## config.mk

```make
export PLATFORM = sky130hd
export DESIGN_NAME = ex_alu_md_flat
export DESIGN_NICKNAME = d
export VERILOG_FILES = /design/src/rtl/ex_alu_md_pkg.sv /design/src/rtl/ex_alu_md_if.sv /design/src/rtl/ex_div.sv /design/src/rtl/ex_alu_md.sv /design/src/flat_wrapper.sv
export SDC_FILE = /design/constraint.sdc
export NUM_CORES = 2
export LEC_CHECK = 0
export BUFFER_PORTS_ARGS = -buffer_cell sky130_fd_sc_hd__clkbuf_2
export CELL_PAD_IN_SITES_DETAIL_PLACEMENT = 2
export CELL_PAD_IN_SITES_GLOBAL_PLACEMENT = 2
export CORE_UTILIZATION = 40
export DETAILED_ROUTE_END_ITERATION = 10
export PLACE_DENSITY = 0.86
export SLEW_MARGIN = 20
export SYNTH_ARGS = -nofsm -noshare
export SYNTH_HDL_FRONTEND = slang
export SYNTH_SLANG_ARGS = --single-unit
```

## constraint.sdc

```tcl
create_clock -name vclk -period 22
set_input_delay 4.4 -clock vclk [all_inputs]
set_output_delay 4.4 -clock vclk [all_outputs]
set_load 0.01 [all_outputs]
```

## src/rtl/ex_alu_md_pkg.sv

```systemverilog
// rtl/ex_alu_md_pkg.sv - operation codes, result classes and divider state encodings
package ex_alu_md_pkg;

    localparam int ALU_OP_W  = 8;
    localparam int ALU_SEL_W = 3;

    typedef logic [ALU_OP_W-1:0]  alu_op_t;
    typedef logic [ALU_SEL_W-1:0] alu_sel_t;

    localparam logic RST_ENABLE = 1'b1;

    localparam alu_sel_t SEL_NOP   = 3'b000;
    localparam alu_sel_t SEL_LOGIC = 3'b001;
    localparam alu_sel_t SEL_SHIFT = 3'b010;
    localparam alu_sel_t SEL_MOVE  = 3'b011;
    localparam alu_sel_t SEL_ARITH = 3'b100;

    localparam alu_op_t OP_NOP   = 8'b0000_0000;
    localparam alu_op_t OP_AND   = 8'b0010_0100;
    localparam alu_op_t OP_OR    = 8'b0010_0101;
    localparam alu_op_t OP_XOR   = 8'b0010_0110;
    localparam alu_op_t OP_NOR   = 8'b0010_0111;
    localparam alu_op_t OP_SLL   = 8'b0111_1100;
    localparam alu_op_t OP_SRL   = 8'b0000_0010;
    localparam alu_op_t OP_SRA   = 8'b0000_0011;
    localparam alu_op_t OP_ADD   = 8'b0010_0000;
    localparam alu_op_t OP_ADDU  = 8'b0010_0001;
    localparam alu_op_t OP_SUB   = 8'b0010_0010;
    localparam alu_op_t OP_SUBU  = 8'b0010_0011;
    localparam alu_op_t OP_SLT   = 8'b0010_1010;
    localparam alu_op_t OP_SLTU  = 8'b0010_1011;
    localparam alu_op_t OP_MFHI  = 8'b0001_0000;
    localparam alu_op_t OP_MTHI  = 8'b0001_0001;
    localparam alu_op_t OP_MFLO  = 8'b0001_0010;
    localparam alu_op_t OP_MTLO  = 8'b0001_0011;
    localparam alu_op_t OP_MULT  = 8'b0001_1000;
    localparam alu_op_t OP_MULTU = 8'b0001_1001;
    localparam alu_op_t OP_DIV   = 8'b0001_1010;
    localparam alu_op_t OP_DIVU  = 8'b0001_1011;

    localparam logic [1:0] DIV_FREE   = 2'b00;
    localparam logic [1:0] DIV_BYZERO = 2'b01;
    localparam logic [1:0] DIV_ON     = 2'b10;
    localparam logic [1:0] DIV_END    = 2'b11;

endpackage

```

## src/rtl/ex_alu_md_if.sv

```systemverilog
// rtl/ex_alu_md_if.sv - ID/EX side inputs and EX/MEM side outputs of the execute stage
interface ex_alu_md_if #(
    parameter int DATA_W     = 32,
    parameter int REG_ADDR_W = 5
);
    import ex_alu_md_pkg::*;

    alu_sel_t                alusel_i;
    alu_op_t                 aluop_i;
    logic [DATA_W-1:0]       reg1_data_i;
    logic [DATA_W-1:0]       reg2_data_i;
    logic [REG_ADDR_W-1:0]   waddr_i;
    logic                    reg_we_i;
    logic [DATA_W-1:0]       hi_i;
    logic [DATA_W-1:0]       lo_i;
    logic                    annul_i;

    logic [REG_ADDR_W-1:0]   waddr_o;
    logic                    reg_we_o;
    logic [DATA_W-1:0]       alu_res_o;
    logic                    whilo_o;
    logic [DATA_W-1:0]       hi_o;
    logic [DATA_W-1:0]       lo_o;
    logic                    stall_req_o;

    modport master (
        output alusel_i, aluop_i, reg1_data_i, reg2_data_i, waddr_i, reg_we_i, hi_i, lo_i, annul_i,
        input  waddr_o, reg_we_o, alu_res_o, whilo_o, hi_o, lo_o, stall_req_o
    );

    modport slave (
        input  alusel_i, aluop_i, reg1_data_i, reg2_data_i, waddr_i, reg_we_i, hi_i, lo_i, annul_i,
        output waddr_o, reg_we_o, alu_res_o, whilo_o, hi_o, lo_o, stall_req_o
    );
endinterface

```

## src/rtl/ex_div.sv

```systemverilog
// rtl/ex_div.sv - restoring shift-subtract divider FSM, present only when EX_DIV_EN is defined
`ifdef EX_DIV_EN
module ex_div #(
    parameter int DATA_W = 32
) (
    input  logic              clk,
    input  logic              rst,
    input  logic              start_i,
    input  logic              signed_i,
    input  logic              annul_i,
    input  logic [DATA_W-1:0] dividend_i,
    input  logic [DATA_W-1:0] divisor_i,
    output logic              ready_o,
    output logic [DATA_W-1:0] quotient_o,
    output logic [DATA_W-1:0] remainder_o
);
    import ex_alu_md_pkg::*;

    localparam int CNT_W = $clog2(DATA_W);

    logic [1:0]        r_state;
    logic [CNT_W-1:0]  r_cnt;
    logic [DATA_W-1:0] r_quo;
    logic [DATA_W-1:0] r_rem;
    logic [DATA_W-1:0] r_divisor;
    logic              r_neg_q;
    logic              r_neg_r;

    logic              w_a_neg;
    logic              w_b_neg;
    logic [DATA_W-1:0] w_a_mag;
    logic [DATA_W-1:0] w_b_mag;
    logic [DATA_W:0]   w_shift;
    logic [DATA_W:0]   w_sub;

    assign w_a_neg = signed_i & dividend_i[DATA_W-1];
    assign w_b_neg = signed_i & divisor_i[DATA_W-1];
    assign w_a_mag = w_a_neg ? -dividend_i : dividend_i;
    assign w_b_mag = w_b_neg ? -divisor_i : divisor_i;

    // Partial remainder stays below the divisor, so DATA_W+1 bits hold the shifted value and its borrow.
    assign w_shift = {r_rem, r_quo[DATA_W-1]};
    assign w_sub   = w_shift - {1'b0, r_divisor};

    always_ff @(posedge clk) begin
        if (rst == RST_ENABLE) begin
            r_state   <= DIV_FREE;
            r_cnt     <= '0;
            r_quo     <= '0;
            r_rem     <= '0;
            r_divisor <= '0;
            r_neg_q   <= 1'b0;
            r_neg_r   <= 1'b0;
        end else if (annul_i) begin
            r_state <= DIV_FREE;
            r_cnt   <= '0;
        end else begin
            case (r_state)
                DIV_FREE: begin
                    if (start_i) begin
                        r_cnt <= '0;
                        if (divisor_i == '0) begin
                            r_state <= DIV_BYZERO;
                            r_quo   <= '1;
                            r_rem   <= dividend_i;
                            r_neg_q <= 1'b0;
                            r_neg_r <= 1'b0;
                        end else begin
                            r_state   <= DIV_ON;
                            r_quo     <= w_a_mag;
                            r_rem     <= '0;
                            r_divisor <= w_b_mag;
                            r_neg_q   <= w_a_neg ^ w_b_neg;
                            r_neg_r   <= w_a_neg;
                        end
                    end
                end
                DIV_BYZERO: r_state <= DIV_END;
                DIV_ON: begin
                    if (w_sub[DATA_W]) begin
                        r_rem <= w_shift[DATA_W-1:0];
                        r_quo <= {r_quo[DATA_W-2:0], 1'b0};
                    end else begin
                        r_rem <= w_sub[DATA_W-1:0];
                        r_quo <= {r_quo[DATA_W-2:0], 1'b1};
                    end
                    r_cnt <= r_cnt + CNT_W'(1);
                    if (r_cnt == CNT_W'(DATA_W - 1)) begin
                        r_state <= DIV_END;
                    end
                end
                default: r_state <= DIV_FREE;
            endcase
        end
    end

    assign ready_o     = (r_state == DIV_END);
    assign quotient_o  = r_neg_q ? -r_quo : r_quo;
    assign remainder_o = r_neg_r ? -r_rem : r_rem;

endmodule
`endif

```

## src/rtl/ex_alu_md.sv

```systemverilog
// rtl/ex_alu_md.sv - execute stage: ALU, multiply, optional iterative divide (EX_DIV_EN)
module ex_alu_md #(
    parameter int DATA_W     = 32,
    parameter int REG_ADDR_W = 5
) (
    input  logic      clk,
    input  logic      rst,
    ex_alu_md_if.slave bus
);
    import ex_alu_md_pkg::*;

    localparam int SHW = $clog2(DATA_W);
    localparam int MSB = DATA_W - 1;

    logic [DATA_W-1:0]   w_a;
    logic [DATA_W-1:0]   w_b;
    logic [SHW-1:0]      w_shamt;
    logic [DATA_W-1:0]   w_sum;
    logic                w_ov;
    logic                w_slt;
    logic                w_sltu;
    logic                w_mul_signed;
    logic [2*DATA_W-1:0] w_ma;
    logic [2*DATA_W-1:0] w_mb;
    logic [2*DATA_W-1:0] w_prod;
    logic [DATA_W-1:0]   w_logic;
    logic [DATA_W-1:0]   w_shift;
    logic [DATA_W-1:0]   w_arith;
    logic [DATA_W-1:0]   w_move;
    logic [DATA_W-1:0]   w_res;
    logic                w_whilo;
    logic [DATA_W-1:0]   w_hi;
    logic [DATA_W-1:0]   w_lo;
    logic                w_stall;

    assign w_a     = bus.reg1_data_i;
    assign w_b     = bus.reg2_data_i;
    assign w_shamt = w_a[SHW-1:0];
    assign w_sum   = (bus.aluop_i == OP_SUB || bus.aluop_i == OP_SUBU) ? w_a - w_b : w_a + w_b;
    assign w_slt   = $signed(w_a) < $signed(w_b);
    assign w_sltu  = w_a < w_b;

    // Only the trapping forms kill the write; the wrapped sum is still driven out.
    assign w_ov = (bus.aluop_i == OP_ADD) ? ((w_a[MSB] == w_b[MSB]) && (w_sum[MSB] != w_a[MSB])) :
                  (bus.aluop_i == OP_SUB) ? ((w_a[MSB] != w_b[MSB]) && (w_sum[MSB] != w_a[MSB])) :
                  1'b0;

    assign w_mul_signed = (bus.aluop_i == OP_MULT);
    assign w_ma   = {{DATA_W{w_mul_signed & w_a[MSB]}}, w_a};
    assign w_mb   = {{DATA_W{w_mul_signed & w_b[MSB]}}, w_b};
    assign w_prod = w_ma * w_mb;

`ifdef EX_DIV_EN
    logic              w_div_op;
    logic              w_div_ready;
    logic [DATA_W-1:0] w_div_quo;
    logic [DATA_W-1:0] w_div_rem;

    assign w_div_op = (bus.aluop_i == OP_DIV) || (bus.aluop_i == OP_DIVU);

    ex_div #(.DATA_W(DATA_W)) u_div (
        .clk        (clk),
        .rst        (rst),
        .start_i    (w_div_op & ~bus.annul_i),
        .signed_i   (bus.aluop_i == OP_DIV),
        .annul_i    (bus.annul_i),
        .dividend_i (w_a),
        .divisor_i  (w_b),
        .ready_o    (w_div_ready),
        .quotient_o (w_div_quo),
        .remainder_o(w_div_rem)
    );

    assign w_stall = w_div_op & ~w_div_ready & ~bus.annul_i;
`else
    logic w_unused_clk;
    assign w_unused_clk = clk;
    assign w_stall      = 1'b0;
`endif

    always_comb begin
        w_logic = '0;
        w_shift = '0;
        w_arith = '0;
        w_move  = '0;
        case (bus.aluop_i)
            OP_OR:   w_logic = w_a | w_b;
            OP_AND:  w_logic = w_a & w_b;
            OP_XOR:  w_logic = w_a ^ w_b;
            OP_NOR:  w_logic = ~(w_a | w_b);
            OP_SLL:  w_shift = w_b << w_shamt;
            OP_SRL:  w_shift = w_b >> w_shamt;
            OP_SRA:  w_shift = $signed(w_b) >>> w_shamt;
            OP_ADD, OP_ADDU, OP_SUB, OP_SUBU: w_arith = w_sum;
            OP_SLT:  w_arith = {{(DATA_W-1){1'b0}}, w_slt};
            OP_SLTU: w_arith = {{(DATA_W-1){1'b0}}, w_sltu};
            OP_MFHI: w_move  = bus.hi_i;
            OP_MFLO: w_move  = bus.lo_i;
            default: w_logic = '0;
        endcase

        case (bus.alusel_i)
            SEL_LOGIC: w_res = w_logic;
            SEL_SHIFT: w_res = w_shift;
            SEL_ARITH: w_res = w_arith;
            SEL_MOVE:  w_res = w_move;
            default:   w_res = '0;
        endcase
    end

    always_comb begin
        w_whilo = 1'b0;
        w_hi    = '0;
        w_lo    = '0;
        case (bus.aluop_i)
            OP_MTHI: begin
                w_whilo = 1'b1;
                w_hi    = w_a;
                w_lo    = bus.lo_i;
            end
            OP_MTLO: begin
                w_whilo = 1'b1;
                w_hi    = bus.hi_i;
                w_lo    = w_a;
            end
            OP_MULT, OP_MULTU: begin
                w_whilo = 1'b1;
                {w_hi, w_lo} = w_prod;
            end
`ifdef EX_DIV_EN
            OP_DIV, OP_DIVU: begin
                w_whilo = w_div_ready & ~bus.annul_i;
                w_hi    = w_div_rem;
                w_lo    = w_div_quo;
            end
`endif
            default: w_whilo = 1'b0;
        endcase
    end

    assign bus.waddr_o     = rst ? '0 : bus.waddr_i;
    assign bus.reg_we_o    = ~rst & bus.reg_we_i & ~w_ov;
    assign bus.alu_res_o   = rst ? '0 : w_res;
    assign bus.whilo_o     = ~rst & w_whilo;
    assign bus.hi_o        = rst ? '0 : w_hi;
    assign bus.lo_o        = rst ? '0 : w_lo;
    assign bus.stall_req_o = ~rst & w_stall;

endmodule

```

## src/flat_wrapper.sv

```systemverilog
// flat-port wrapper written by rule: the top's interface ports become plain ports
module ex_alu_md_flat import ex_alu_md_pkg::*;
#(
    parameter int DATA_W     = 32,
    parameter int REG_ADDR_W = 5
)
  (clk, rst, bus_alusel_i, bus_aluop_i, bus_reg1_data_i, bus_reg2_data_i, bus_waddr_i, bus_reg_we_i, bus_hi_i, bus_lo_i, bus_annul_i, bus_waddr_o, bus_reg_we_o, bus_alu_res_o, bus_whilo_o, bus_hi_o, bus_lo_o, bus_stall_req_o);
  ex_alu_md_if #(.DATA_W(DATA_W), .REG_ADDR_W(REG_ADDR_W)) bus_i ();
  input  logic clk;
  input  logic rst;
  input wire logic [$bits(bus_i.alusel_i)-1:0] bus_alusel_i;
  input wire logic [$bits(bus_i.aluop_i)-1:0] bus_aluop_i;
  input wire logic [$bits(bus_i.reg1_data_i)-1:0] bus_reg1_data_i;
  input wire logic [$bits(bus_i.reg2_data_i)-1:0] bus_reg2_data_i;
  input wire logic [$bits(bus_i.waddr_i)-1:0] bus_waddr_i;
  input wire logic [$bits(bus_i.reg_we_i)-1:0] bus_reg_we_i;
  input wire logic [$bits(bus_i.hi_i)-1:0] bus_hi_i;
  input wire logic [$bits(bus_i.lo_i)-1:0] bus_lo_i;
  input wire logic [$bits(bus_i.annul_i)-1:0] bus_annul_i;
  output wire logic [$bits(bus_i.waddr_o)-1:0] bus_waddr_o;
  output wire logic [$bits(bus_i.reg_we_o)-1:0] bus_reg_we_o;
  output wire logic [$bits(bus_i.alu_res_o)-1:0] bus_alu_res_o;
  output wire logic [$bits(bus_i.whilo_o)-1:0] bus_whilo_o;
  output wire logic [$bits(bus_i.hi_o)-1:0] bus_hi_o;
  output wire logic [$bits(bus_i.lo_o)-1:0] bus_lo_o;
  output wire logic [$bits(bus_i.stall_req_o)-1:0] bus_stall_req_o;
  assign bus_i.alusel_i = bus_alusel_i;
  assign bus_i.aluop_i = bus_aluop_i;
  assign bus_i.reg1_data_i = bus_reg1_data_i;
  assign bus_i.reg2_data_i = bus_reg2_data_i;
  assign bus_i.waddr_i = bus_waddr_i;
  assign bus_i.reg_we_i = bus_reg_we_i;
  assign bus_i.hi_i = bus_hi_i;
  assign bus_i.lo_i = bus_lo_i;
  assign bus_i.annul_i = bus_annul_i;
  assign bus_waddr_o = bus_i.waddr_o;
  assign bus_reg_we_o = bus_i.reg_we_o;
  assign bus_alu_res_o = bus_i.alu_res_o;
  assign bus_whilo_o = bus_i.whilo_o;
  assign bus_hi_o = bus_i.hi_o;
  assign bus_lo_o = bus_i.lo_o;
  assign bus_stall_req_o = bus_i.stall_req_o;
  ex_alu_md #(.DATA_W(DATA_W), .REG_ADDR_W(REG_ADDR_W)) u_core (.clk(clk), .rst(rst), .bus(bus_i));
endmodule
```

==> results.toml <==
[status]
outcome = "complete, no violations"

[floorplan]
row_count = 125
die_area_mm2 = 0.120
core-area_mm2 = 0.117
die_y_um = 346
die_w_um = 346
initial_utilization = 0.405
num_io_pins = 252

[routing]
routedWlPerCell_um = 35.8
ant_nets = 0
drt-met1-wl_mm = 88.0
top_layer = "met5"
num_vias = 46200
route.detailed.drc = 0
drt_pass1_iterations = 6
drtIter0Drc = 4363
wl_met2_mm = 118
wirelength_mm = 265
met3WireLength_mm = 29.2
via_per_inst = 6.26

[synth]
ys_seq_area_frac = 0
syn_area_mm2 = 0.0473
avgSynthCellArea_um2 = 8.08
synth_cells = 5852
synth_nets = 7435
synth_cell_type_count = 86
yosysWarnings = 0

[clock_network]
postCtsHoldBufs = 0
postCtsSetupRepairBufs = 0
ctsResizeCount = 0

[worst_setup_path]
path_common_cell = "fa_1"
cp.arrival_ns = 16.94
required_ns = 17.60
crit_type = "in -> out"
start_kind = "input port"
critPathSlowestCell = "a21oi_1"
endpoint_kind = "output pin"
slowest_delay_ns = 1.00
critical_path.max_fanout = 76

[sta]
hold_slack_ns = 9.10
rsz0062_at_grt = "false"
finalHoldViolations = 0
setup_viol = 0
min_period_over_period = 0.970
worstMarginPinSlew_ns = 1.28
maxSlewViolCount = 0
fin_crit_ns = 21.34
slew_headroom = 0.140
fin_setup_tns_ns = 0
fmax_mhz = 46.9

[layout]
n_clock_buffer = 0
flops_and_latches = 0
drive_above_1_share = 0.0719
syn_to_final_growth_pct = 5.75
post-route-cell-area_mm2 = 0.0500
ff_latch_area_um2 = 0
fin_nets = 7430

[global_route]
grt_overflow = 0
grt_max_degree = 77
track_usage = 0.444
grt_pass1_vias = 53900
grt_pass1_wl_mm = 382
antenna_found_initial = 20

[placement]
post_dp_cell_area_mm2 = 0.0499
gp_congestion = 1.02
dp_hpwl_mm = 217
port_buffers = 249

[flow_run]
maxCapViolations = 0

[worst_hold_path]
hp-class = "in -> out"
worst max-delay path, delay by kind of cell:
kind	cells	cell delay, ns
XOR/XNOR	1	0.85
AO/OA/AOI/OAI	6	2.52
AND/OR/NAND/NOR	7	2.76
adder cells (fa/ha/maj)	9	4.43
buffers and inverters	9	1.94
worst paths after layout:
kind | startpoint | to | slack [ns] | cells past startpoint
setup / recovery | bus_aluop_i[1] | bus_hi_o[21] | 0.66 | 32
hold / removal | bus_reg_we_i | bus_reg_we_o | 9.10 | 4
stage by stage:
step | util | worst slack (ns) | std cells
4_1_cts | 0.428 | 1.38 | 7369
3_5_place_dp | 0.428 | 1.41 | 7369
2_1_floorplan | - | 5.05 | 5852
5_1_grt | 0.429 | 0.736 | 7374
6_report | 0.429 | 0.661 | 7384
3_3_place_gp | 0.428 | 2.00 | 7369
cell families (layout without fill, tap and decap cells):
kind of cell / after synthesis / after routing / synth area share
xor+xnor: 107 / 107 / 0.0198
other cells: 1 / 16 / 0.0000793
simple gates: 1674 / 1674 / 0.144
fa+ha+maj: 1435 / 1435 / 0.558
buf+inv: 1638 / 1631 / 0.130
compound gates: 827 / 827 / 0.109
mux: 170 / 170 / 0.0380
synthesized netlist by cell type, drive strengths merged (23+ instances only):
cell type  count  share of area
inv         1254           0.10
nand2        862          0.068
clkbuf       289          0.023
nor3          33         0.0037
ha           308          0.081
fa          1127           0.48
nor4          30         0.0043
a31oi         24         0.0032
o22ai         66         0.0087
buf           79         0.0066
a21oi        249          0.026
o21ai        225          0.024
nand3         26         0.0028
xor2          23         0.0043
nor2         592          0.047
mux2i        158          0.033
xnor2         84          0.016
a211oi        32         0.0051
a21o          53         0.0084
nand2b        38         0.0050
routing by layer:
| metal | global-route usage | vias to the layer above |
|---|---|---|
| li1 | - | 17800 |
| met2 | 0.695 | 3052 |
| met3 | 0.148 | 1380 |
| met1 | 0.481 | 23900 |
| met4 | 0.387 | 20 |
| met5 | 0.0236 | - |
final cells by class:
cell class	count	area, µm²
diodes	15	37.5
fillers	13300	66600
inverters	1270	4770
multi-input cells	4214	41200
well taps	1524	1910
repair buffers	361	2110
layout by cell type, fill, tap and decap left out, drive strengths merged, types with 8 or more instances in the layout:
| cell type | count |
|---|---|
| a21oi | 249 |
| and2 | 12 |
| o211ai | 13 |
| inv | 1252 |
| a22oi | 11 |
| fa | 1127 |
| o31ai | 11 |
| or3 | 13 |
| nand2 | 862 |
| buf | 117 |
| nor4 | 30 |
| o21a | 19 |
| mux2i | 158 |
| nand3 | 26 |
| a31oi | 24 |
| diode | 15 |
| o21ai | 225 |
| nand2b | 38 |
| nor2 | 592 |
| nand4 | 21 |
| nor3 | 33 |
| and3 | 12 |
| clkinv | 18 |
| o21bai | 18 |
| a211oi | 32 |
| xnor2 | 84 |
| nor2b | 15 |
| xor2 | 23 |
| a21o | 53 |
| a211o | 11 |
| clkbuf | 244 |
| ha | 308 |
| a221oi | 20 |
| o22ai | 66 |
| o221ai | 8 |
